`config.mk`:
```
export PLATFORM = sky130hd
export DESIGN_NAME = stage3_exec_unit_flat
export DESIGN_NICKNAME = d
export VERILOG_FILES = /design/src/rtl/stage3_exec_unit_if.sv /design/src/rtl/stage3_exec_unit.sv /design/src/flat_wrapper.sv
export SDC_FILE = /design/constraint.sdc
export NUM_CORES = 1
export LEC_CHECK = 0
export ABC_AREA = 1
export BUFFER_PORTS_ARGS = -buffer_cell sky130_fd_sc_hd__buf_2
export CORE_ASPECT_RATIO = 1.75
export CORE_MARGIN = 2
export CORE_UTILIZATION = 38
export DETAILED_ROUTE_END_ITERATION = 6
export PLACE_DENSITY_LB_ADDON = 0.3
export SYNTH_ARGS = -nofsm -noshare
export SYNTH_HDL_FRONTEND = slang
export SYNTH_SLANG_ARGS = --single-unit
```
`constraint.sdc`:
```
create_clock -name clock -period 3.25 [get_ports clock]
set_clock_uncertainty 0.1 [all_clocks]
set_input_delay 0 -clock clock [delete_from_list [all_inputs] [get_ports clock]]
set_output_delay 0 -clock clock [all_outputs]
set_load 0.01 [all_outputs]
```
`src/rtl/stage3_exec_unit_if.sv`:
```
// Stage-3 execute bus: issue-side operands and controls in, results and pipeline control out.
// master = upstream/testbench side, slave = execute unit.
interface stage3_exec_unit_if #(
    parameter int unsigned XLEN       = 32,
    parameter int unsigned NUM_BYPASS = 2,
    parameter int unsigned INSTR_W    = 5
);
    logic                       stall;
    logic                       valid;
    logic [INSTR_W-1:0]         instr_type;
    logic [3:0]                 branch_type;
    logic                       mul_req;
    logic [XLEN-1:0]            pc;
    logic [XLEN-1:0]            rs1_read;
    logic [XLEN-1:0]            rs2_read;
    logic [XLEN-1:0]            imm;
    logic [NUM_BYPASS-1:0]      rs1_byp_sel;
    logic [NUM_BYPASS-1:0]      rs2_byp_sel;
    logic [NUM_BYPASS*XLEN-1:0] byp_value;
    logic [XLEN-1:0]            eval;
    logic                       eval_valid;
    logic [XLEN-1:0]            link_addr;
    logic                       redirect_valid;
    logic [XLEN-1:0]            redirect_addr;
    logic                       do_flush;
    logic                       busy;

    modport master (
        output stall, valid, instr_type, branch_type, mul_req, pc, rs1_read, rs2_read, imm,
               rs1_byp_sel, rs2_byp_sel, byp_value,
        input  eval, eval_valid, link_addr, redirect_valid, redirect_addr, do_flush, busy
    );

    modport slave (
        input  stall, valid, instr_type, branch_type, mul_req, pc, rs1_read, rs2_read, imm,
               rs1_byp_sel, rs2_byp_sel, byp_value,
        output eval, eval_valid, link_addr, redirect_valid, redirect_addr, do_flush, busy
    );
endinterface

```
`src/rtl/stage3_exec_unit.sv`:
```
// Execute stage (stage 3): bypass operand select, ALU, branch/jal/jalr resolution with a
// registered redirect and a counted flush window.
// Optional iterative radix-2 multiplier enabled by defining STAGE3_MUL_EN.
// instr_type bits: [0] do_reg, [1] do_sub, [2] do_branch, [3] do_jal, [4] do_jalr.
// branch_type one-hot: [0] eq, [1] ne, [2] lt, [3] ge.
module stage3_exec_unit #(
    parameter int unsigned XLEN         = 32,
    parameter int unsigned NUM_BYPASS   = 2,
    parameter int unsigned FLUSH_CYCLES = 2
) (
    input logic               clock,
    input logic               reset,
    stage3_exec_unit_if.slave bus
);
    localparam int unsigned DoReg    = 0;
    localparam int unsigned DoSub    = 1;
    localparam int unsigned DoBranch = 2;
    localparam int unsigned DoJal    = 3;
    localparam int unsigned DoJalr   = 4;
    localparam int unsigned MulCntW  = $clog2(XLEN + 1);

    typedef enum logic [1:0] {StIdle, StFlush, StMul} state_e;

    state_e          state_q, state_d;
    logic [2:0]      cnt_q, cnt_d;

    logic [XLEN-1:0] arg1, arg2, rs2_val, alu, result, jalr_sum, target;
    logic [3:0]      cmp;
    logic            eq, lt, take, is_jump, kill, accept, mul_start, mul_done;
    logic [XLEN-1:0] mul_result;

    logic [XLEN-1:0] eval_q, link_q, redirect_addr_q;
    logic            eval_valid_q, redirect_valid_q;

`ifdef STAGE3_MUL_EN
    logic [XLEN-1:0]    mcand_q, mplier_q, acc_q, acc_step;
    logic [MulCntW-1:0] mul_cnt_q;
`else
    logic               unused_mul_req;
    assign unused_mul_req = bus.mul_req;
`endif

    // Operand select: lowest-index asserted bypass channel wins, else register file.
    always_comb begin
        arg1    = bus.rs1_read;
        rs2_val = bus.rs2_read;
        for (int k = int'(NUM_BYPASS) - 1; k >= 0; k--) begin
            if (bus.rs1_byp_sel[k]) arg1 = bus.byp_value[k*XLEN +: XLEN];
            if (bus.rs2_byp_sel[k]) rs2_val = bus.byp_value[k*XLEN +: XLEN];
        end
    end

    // ALU, compare and jump target.
    always_comb begin
        arg2     = (bus.instr_type[DoReg] | bus.instr_type[DoBranch]) ? rs2_val : bus.imm;
        alu      = bus.instr_type[DoSub] ? (arg1 - arg2) : (arg1 + arg2);
        eq       = (arg1 == arg2);
        lt       = ($signed(arg1) < $signed(arg2));
        cmp      = {~lt, lt, ~eq, eq};
        take     = |(bus.branch_type & cmp);
        result   = bus.instr_type[DoBranch] ? {{(XLEN-1){1'b0}}, take} : alu;
        jalr_sum = arg1 + bus.imm;
        target   = bus.instr_type[DoJalr] ? {jalr_sum[XLEN-1:1], 1'b0} : (bus.pc + bus.imm);
        is_jump  = bus.instr_type[DoJal] | bus.instr_type[DoJalr]
                 | (bus.instr_type[DoBranch] & take);
    end

    assign kill   = (state_q == StFlush);
    assign accept = bus.valid & ~bus.stall & ~kill & ~bus.busy;

`ifdef STAGE3_MUL_EN
    // A jump takes precedence over a multiply request in the same instruction.
    assign mul_start  = accept & bus.mul_req & ~is_jump;
    assign acc_step   = acc_q + (mplier_q[0] ? mcand_q : '0);
    assign mul_result = acc_step;
`else
    assign mul_start  = 1'b0;
    assign mul_result = '0;
`endif

    // FSM state register.
    always_ff @(posedge clock) begin
        if (reset) begin
            state_q <= StIdle;
            cnt_q   <= '0;
        end else begin
            state_q <= state_d;
            cnt_q   <= cnt_d;
        end
    end

    // FSM next state: flush window countdown and multiplier completion; frozen under stall.
    always_comb begin
        state_d  = state_q;
        cnt_d    = cnt_q;
        mul_done = 1'b0;
        if (!bus.stall) begin
            unique case (state_q)
                StIdle: begin
                    if (accept && is_jump) begin
                        state_d = StFlush;
                        cnt_d   = 3'(FLUSH_CYCLES);
                    end else if (mul_start) begin
                        state_d = StMul;
                    end
                end
                StFlush: begin
                    if (cnt_q <= 3'd1) begin
                        state_d = StIdle;
                        cnt_d   = '0;
                    end else begin
                        cnt_d = cnt_q - 3'd1;
                    end
                end
                StMul: begin
`ifdef STAGE3_MUL_EN
                    if (mul_cnt_q == MulCntW'(1)) begin
                        state_d  = StIdle;
                        mul_done = 1'b1;
                    end
`else
                    state_d = StIdle;
`endif
                end
                default: state_d = StIdle;
            endcase
        end
    end

`ifdef STAGE3_MUL_EN
    // Shift-add multiplier: one multiplier bit per non-stalled cycle.
    always_ff @(posedge clock) begin
        if (reset) begin
            mcand_q   <= '0;
            mplier_q  <= '0;
            acc_q     <= '0;
            mul_cnt_q <= '0;
        end else if (!bus.stall) begin
            if (mul_start) begin
                mcand_q   <= arg1;
                mplier_q  <= arg2;
                acc_q     <= '0;
                mul_cnt_q <= MulCntW'(XLEN);
            end else if (state_q == StMul) begin
                acc_q     <= acc_step;
                mcand_q   <= mcand_q << 1;
                mplier_q  <= mplier_q >> 1;
                mul_cnt_q <= mul_cnt_q - MulCntW'(1);
            end
        end
    end
`endif

    // Result, link and redirect registers; all held under stall.
    always_ff @(posedge clock) begin
        if (reset) begin
            eval_q           <= '0;
            eval_valid_q     <= 1'b0;
            link_q           <= '0;
            redirect_valid_q <= 1'b0;
            redirect_addr_q  <= '0;
        end else if (!bus.stall) begin
            redirect_valid_q <= accept & is_jump;
            if (accept && is_jump) redirect_addr_q <= target;
            if (accept) link_q <= bus.pc + XLEN'(4);
            if (mul_done) begin
                eval_q       <= mul_result;
                eval_valid_q <= 1'b1;
            end else if (accept && !mul_start) begin
                eval_q       <= result;
                eval_valid_q <= 1'b1;
            end else begin
                eval_valid_q <= 1'b0;
            end
        end
    end

    assign bus.eval           = eval_q;
    assign bus.eval_valid     = eval_valid_q;
    assign bus.link_addr      = link_q;
    assign bus.redirect_valid = redirect_valid_q;
    assign bus.redirect_addr  = redirect_addr_q;
    assign bus.do_flush       = (state_q == StFlush);
`ifdef STAGE3_MUL_EN
    assign bus.busy           = (state_q == StMul);
`else
    assign bus.busy           = 1'b0;
`endif
endmodule

```
`src/flat_wrapper.sv`:
```
// flat-port wrapper written by rule: the top's interface ports become plain ports
module stage3_exec_unit_flat 
#(
    parameter int unsigned XLEN         = 32,
    parameter int unsigned NUM_BYPASS   = 2,
    parameter int unsigned FLUSH_CYCLES = 2
)
  (clock, reset, bus_stall, bus_valid, bus_instr_type, bus_branch_type, bus_mul_req, bus_pc, bus_rs1_read, bus_rs2_read, bus_imm, bus_rs1_byp_sel, bus_rs2_byp_sel, bus_byp_value, bus_eval, bus_eval_valid, bus_link_addr, bus_redirect_valid, bus_redirect_addr, bus_do_flush, bus_busy);
  stage3_exec_unit_if #(.XLEN(XLEN), .NUM_BYPASS(NUM_BYPASS), .INSTR_W(5)) bus_i ();
  input logic clock;
  input logic reset;
  input wire logic [$bits(bus_i.stall)-1:0] bus_stall;
  input wire logic [$bits(bus_i.valid)-1:0] bus_valid;
  input wire logic [$bits(bus_i.instr_type)-1:0] bus_instr_type;
  input wire logic [$bits(bus_i.branch_type)-1:0] bus_branch_type;
  input wire logic [$bits(bus_i.mul_req)-1:0] bus_mul_req;
  input wire logic [$bits(bus_i.pc)-1:0] bus_pc;
  input wire logic [$bits(bus_i.rs1_read)-1:0] bus_rs1_read;
  input wire logic [$bits(bus_i.rs2_read)-1:0] bus_rs2_read;
  input wire logic [$bits(bus_i.imm)-1:0] bus_imm;
  input wire logic [$bits(bus_i.rs1_byp_sel)-1:0] bus_rs1_byp_sel;
  input wire logic [$bits(bus_i.rs2_byp_sel)-1:0] bus_rs2_byp_sel;
  input wire logic [$bits(bus_i.byp_value)-1:0] bus_byp_value;
  output wire logic [$bits(bus_i.eval)-1:0] bus_eval;
  output wire logic [$bits(bus_i.eval_valid)-1:0] bus_eval_valid;
  output wire logic [$bits(bus_i.link_addr)-1:0] bus_link_addr;
  output wire logic [$bits(bus_i.redirect_valid)-1:0] bus_redirect_valid;
  output wire logic [$bits(bus_i.redirect_addr)-1:0] bus_redirect_addr;
  output wire logic [$bits(bus_i.do_flush)-1:0] bus_do_flush;
  output wire logic [$bits(bus_i.busy)-1:0] bus_busy;
  assign bus_i.stall = bus_stall;
  assign bus_i.valid = bus_valid;
  assign bus_i.instr_type = bus_instr_type;
  assign bus_i.branch_type = bus_branch_type;
  assign bus_i.mul_req = bus_mul_req;
  assign bus_i.pc = bus_pc;
  assign bus_i.rs1_read = bus_rs1_read;
  assign bus_i.rs2_read = bus_rs2_read;
  assign bus_i.imm = bus_imm;
  assign bus_i.rs1_byp_sel = bus_rs1_byp_sel;
  assign bus_i.rs2_byp_sel = bus_rs2_byp_sel;
  assign bus_i.byp_value = bus_byp_value;
  assign bus_eval = bus_i.eval;
  assign bus_eval_valid = bus_i.eval_valid;
  assign bus_link_addr = bus_i.link_addr;
  assign bus_redirect_valid = bus_i.redirect_valid;
  assign bus_redirect_addr = bus_i.redirect_addr;
  assign bus_do_flush = bus_i.do_flush;
  assign bus_busy = bus_i.busy;
  stage3_exec_unit #(.XLEN(XLEN), .NUM_BYPASS(NUM_BYPASS), .FLUSH_CYCLES(FLUSH_CYCLES)) u_core (.clock(clock), .reset(reset), .bus(bus_i));
endmodule
```
### Yosys cells after proc, flatten, opt, wreduce, memory -nomap -nowiden

Cells that the tools add are included.

* output and inout bits: 100
* logic and storage cells: 54
* input bits: 210
* bits in registers: 103

* bitwise gates (word level): 12
* $add $sub $neg: 6
* reductions and logical operators: 8
* equal/unequal tests: 4
* multiplexer cells: 15
* magnitude comparators: 2

Operator list (count)
* $mux 32: 8
* $add 32x32->32: 3
* $add 32x3->32 const B: 1
* $eq 32x32->1: 1
* $lt 32x32->1: 1
* $sub 32x32->32: 1
* $mux 3: 2
* $pmux 3 s2: 1
* $reduce_and 3->1: 2
* $and 1x1->1: 4
* $and 4x4->4: 1
* $mux 2: 2
* $not 1->1: 4
* $pmux 2 s2: 1
* $reduce_and 2->1: 2
* $reduce_or 4->1: 1
* $le 3x1->1 const B: 1
* $or 1x1->1: 3
* $sub 3x1->3 const B: 1
* $eq 2x1->1 const B: 1
* $logic_not 2->1: 1
* $ne 2x1->1 const B: 1
* $ne 2x2->1 const B: 1
* $reduce_bool 2->1: 1
* other kinds (2): 2

### Depth between registers and ports, before layout

* word-level depth: 12
* gate-level depth with buffers: 28
* mapped depth without buffers: 25

### Worst setup path after synthesis

No wires, ideal clock.

* kind: input-to-reg
* start point: input port bus_rs2_byp_sel[1]
* end point: register u_core.redirect_addr_q[1], in the netlist u_core.bus.redirect_addr[1]
* data required time: 3.033 ns
* data arrival time: 2.779 ns
* setup slack: 0.254 ns
* library setup time: 0.117 ns
* stages on the path: 27
* buffers on the path: 3
* path through: clkbuf_1 inv_1 clkbuf_1 nand2_1 nand3_1 o21ai_0 o21ai_0 ha_1 inv_1 fa_1 nand2_1 nand2_1 nand3_1 nand2_1 nand2_1 nand2_2 nand2_2 nand2_2 nand2_1 nand3_1 nand3_1 nand2_2 nand2_4 inv_4 buf_4 a21oi_1 nor2_1

* longest elaborated chain between the ends: 11
* elaborated cells on any way between the ends: 13
* classes of those cells: 1 x order compare; 1 x eq/ne; 3 x mux; 5 x bitwise; 3 x reduce/logical

RTL lines
* start, declared: RTL line flat_wrapper.sv:22 `input wire logic [$bits(bus_i.rs2_byp_sel)-1:0] bus_rs2_byp_sel;`
* $mux 32 * (2 in a row): RTL line stage3_exec_unit.sv:49 `if (bus.rs2_byp_sel[k]) rs2_val = bus.byp_value[k*XLEN +: XLEN];`
* $mux 32 *: RTL line stage3_exec_unit.sv:55 `arg2 = (bus.instr_type[DoReg] | bus.instr_type[DoBranch]) ? rs2_val : bus.imm;`
* $lt 32x32->1 / $eq 32x32->1 (equally long branches): RTL line stage3_exec_unit.sv:58, stage3_exec_unit.sv:57
* $not 1->1: RTL line stage3_exec_unit.sv:59 `cmp = {~lt, lt, ~eq, eq};`
* $and 4x4->4 *: RTL line stage3_exec_unit.sv:60 `take = |(bus.branch_type & cmp);`
* $reduce_or 4->1 *: RTL line stage3_exec_unit.sv:60
* $and 1x1->1 *: RTL line stage3_exec_unit.sv:65 `| (bus.instr_type[DoBranch] & take);`
* $or 1x1->1 *: RTL line stage3_exec_unit.sv:65
* $logic_and 1x1->1 *: RTL line stage3_exec_unit.sv:164 `if (accept && is_jump) redirect_addr_q <= target;`
* $reduce_and 2->1 (no source line) *
* end signal, assigned: RTL line stage3_exec_unit.sv:164
* end, declared: RTL line stage3_exec_unit.sv:32 `logic [XLEN-1:0] eval_q, link_q, redirect_addr_q;`

Mark *: on every way between the ends. The rest lies on a longest branch, timed or not.
A chain may end at the register's enable or synchronous reset.

### Worst setup path after layout

* start point: input port bus_pc[6]
* end point: register u_core.redirect_addr_q[19], in the netlist u_core.bus.redirect_addr[19]

* longest elaborated chain between the ends: 2

RTL lines
* start, declared: RTL line flat_wrapper.sv:17 `input wire logic [$bits(bus_i.pc)-1:0] bus_pc;`
* $add 32x32->32: RTL line stage3_exec_unit.sv:63 `target = bus.instr_type[DoJalr] ? {jalr_sum[XLEN-1:1], 1'b0} : (bus.pc + bus.imm);`
* $mux 32: RTL line stage3_exec_unit.sv:63

Every way passes these cells.

==> metrics.md <==
| Metric | Value |
|---|---|
| Run status | complete, no violations |
| Hold/Removal Path Class | in2reg |
| CTS tree | done |
| Synth async-reset ratio | 0% |
| Global placement routability congestion | 1.05 |
| Die W | around 150 um |
| GRT Residual Overflow | 0 |
| Global-route wire length before repair | between 100,000 and 150,000 um |
| Final setup violating endpoints | 0 |
| Synth top cells by count | nand2_1 (511), nor2_1 (370), a21oi_1 (311) |
| Cell variety after synth | 53 |
| Worst EP required | 3.50 ns |
| Pin count of the biggest net entering global routing | 43 |
| Final Hold Violating Endpoints | 0 |
| Initial Utilization | 38.6% |
| PortBufs | around 310 |
| Slowest cell on crit path | dlygate4sd3_1 |
| Die height | 257 um |
| Max Slew Vio Count | 0 |
| Clock root buffer master | clkbuf_16 |
| Post-synth EDFFs | 0 |
| Main synth FF type | dfxtp_1 |
| Fmax | 327 MHz |
| Sequential element share of the synthesized area | 14.7% |
| Final period util | 94.2% |
| Max cap viols | 0 |
| Fraction of layout cells with a size suffix above 1 | 23.5% |
| Final wirelength | 69,000 um |
| DRC | 0 |
| Clk sink count | between 100 and 150 |
| Worst EP arrival | approximately 3.3 ns |
| VDD IR max | 0.280 mV |
| Post-layout min period | 3.06 ns |
| Syn Inst Count | ~2,400 |
| Most frequent cell after synthesis | nand2_1 |
| Via count | 18,712 |
| Dpl hpwl | 58,400 um |
| Slew HR | 51.4% |
| CP Capture Type | register |
| Grt peak-use layer | met2 |
| Total CTS buffers | 9 |
| TritonRoute pass-1 iters | 6 |
| DRT antenna net count | 0 |
| Vias/cell | around 5.4 |
| Synth area leader | dfxtp_1 |
| Synth Warn # | 0 |
| Hold Path Stages | 6 |
| Initial antenna violation count | 0 |
| GRT Util Overall | 34.8% |
| Placement Rows | 92 |
| Flops & latches, synth | 102 |
| Cells after DPL | 3,424 |
| Vias in the first global route | 18,849 |
| Die Area | 38,200 um2 |
| GR Layer Usage met2 | 65.3% |
| P per Cell Area | 366 nW/um2 |
| Crit path cell chain | dlygate4sd3_1, buf_2, ha_1, nand2_1, o21a_1, nand2_1, nand2_1, nand2_1, inv_1, o21ai_0, nand2_1, nand2_1, nor2_1, o21ai_0, nor2_1, nor2_1 |
| Post-Layout Cell Count | between 3,000 and 4,000 |
| Worst-margin pin slew | 0.721 ns |
| Synth-to-layout area growth | 36.1% |
| Crit path launch type | primary input |
| I/O Pins | just over 300 |
| Largest fanout on the critical path | 6 |
| CTS clk-pin slew, worst paths | between 0.1 and 0.15 ns |
| Net count after synthesis | roughly 2,800 |
| Avg Cell Area, Syn | 5.74 um2 |
| Synth top area cells | dfxtp_1 (15%), nand2_1 (14%), ha_1 (11%), a21oi_1 (11%), nor2_1 (10%) |
| Inserted Diodes | 0 |
| Final #Nets | 3,342 |
| Met1 Usage GRT | 33.0% |
| P_leak | 0.00980 uW |
| GR Util met3 | 3.48% |
| # H-tree levels | 3 |
| Core region area | 36,000 um2 |
| Setup CP Type | in2reg |
| Largest stage delay on the critical path | roughly 0.57 ns |
| Avg WL per Cell | between 15 and 20 um |
| Area of the mapped netlist | around 14,000 um2 |
| Share of the synthesized area in the top cell type | around 15% |
| Worst skew pair latency | 0.40 ns |
| Initial DRC count | 1,097 |
| Post-layout util | 52.4% |
| Largest buffer count on any clock path | 2 |
| Most numerous cell on the critical path | nand2_1 |
| R2R depth | 9 |
## layout make-up
type,instances,area (um2)
Sequential cell,102,2040
Timing Repair Buffer,655,4410
Multi-Input combinational cell,1962,10500
Clock buffer,9,225
Clock inverter,7,91.3
Inverter,271,1020
Fill cell,3811,17100
Tap cell,470,588
## registers in the layout (all words and copies together), names as in the netlist
name	count
u_core.cnt_q	3
u_core.state_q	1
u_core.bus.link_addr	32
u_core.bus.redirect_valid	1
u_core.bus.redirect_addr	32
u_core.bus.eval	32
u_core.bus.eval_valid	1
## layout by cell type, fill, tap and decap left out, drive strengths merged, types with 15 or more instances in the layout
cell type | netlist | final
nand3 | 123 | 123
dfxtp | 102 | 102
inv | 269 | 270
ha | 127 | 127
xor2 | 34 | 34
o21bai | 17 | 17
o21ai | 201 | 201
a21oi | 318 | 318
nand2 | 529 | 529
dlygate4sd3 | 0 | 34
a21o | 21 | 21
nand4 | 22 | 22
buf | 23 | 619
o21a | 37 | 37
or2 | 15 | 15
nor3 | 33 | 33
o31ai | 32 | 32
nor2 | 375 | 375
## worst max-delay path, delay by kind of cell
family | cells | cell delay, ns
AO/OA/AOI/OAI | 3 | 1.21
AND/OR/NAND/NOR | 9 | 0.95
buffers and inverters | 3 | 0.78
adder cells (fa/ha/maj) | 1 | 0.37
## stage by stage
step	cell area, um2	hold slack (ns)	TNS (ns)	setup slack [ns]	power [uW]
floorplan	13900	-0.0100	0	0.254	3590
global route	18900	0.107	-0.339	-0.0377	7340
global placement	18200	0.194	-6.57	-0.206	5520
finish	18900	0.00964	0	0.188	6920
CTS	18800	0.00146	0	0.0772	6840
detailed placement	18200	0.199	-8.23	-0.256	5550
## layer usage
| metal | vias to the layer above | part of all wire, % |
|---|---|---|
| met3 | 304 | 4.2 |
| met2 | 745 | 51 |
| met1 | 8434 | 34 |
| met5 | - | 0 |
| met4 | 0 | 11 |
| li1 | 9229 | - |
## power by group
part	internal, uW	switching, uW	total [uW]
Sequential	1350	64.0	1410
Combinational	1730	2520	4260
Clock	555	695	1250
Total	3640	3280	6920
## worst paths after layout
kind	from	to	slack, ns
setup / recovery	bus_pc[6]	u_core.bus.redirect_addr[19]$_SDFFE_PP0P_	0.19
hold / removal	bus_pc[21]	u_core.bus.link_addr[23]$_SDFFE_PP0P_	0.01
setup reg to reg	u_core.state_q[0]$_SDFFE_PP0P_	u_core.bus.redirect_addr[11]$_SDFFE_PP0P_	0.90
hold reg to reg	u_core.bus.eval_valid$_SDFFE_PP0N_	u_core.bus.eval_valid$_SDFFE_PP0N_	0.36
## kinds of logic after synthesis
| family | synth area share [%] |
|---|---|
| AND/OR/NAND/NOR | 33.7 |
| AO/OA/AOI/OAI | 26.9 |
| buffers and inverters | 9.86 |
| adder cells (fa/ha/maj) | 12.0 |
| flip-flops | 14.7 |
| XOR/XNOR | 2.71 |
| multiplexers | 0.144 |
| other | 0.0270 |
## timing repair
item,4_1_cts,5_1_grt
endpoints found under the hold margin,47,0
hold buffers,34,0
gates resized for setup,0,15
setup endpoints to repair,0,39
buffers inserted,0,0
No activity file was read; power rests on OpenSTA's default activity.
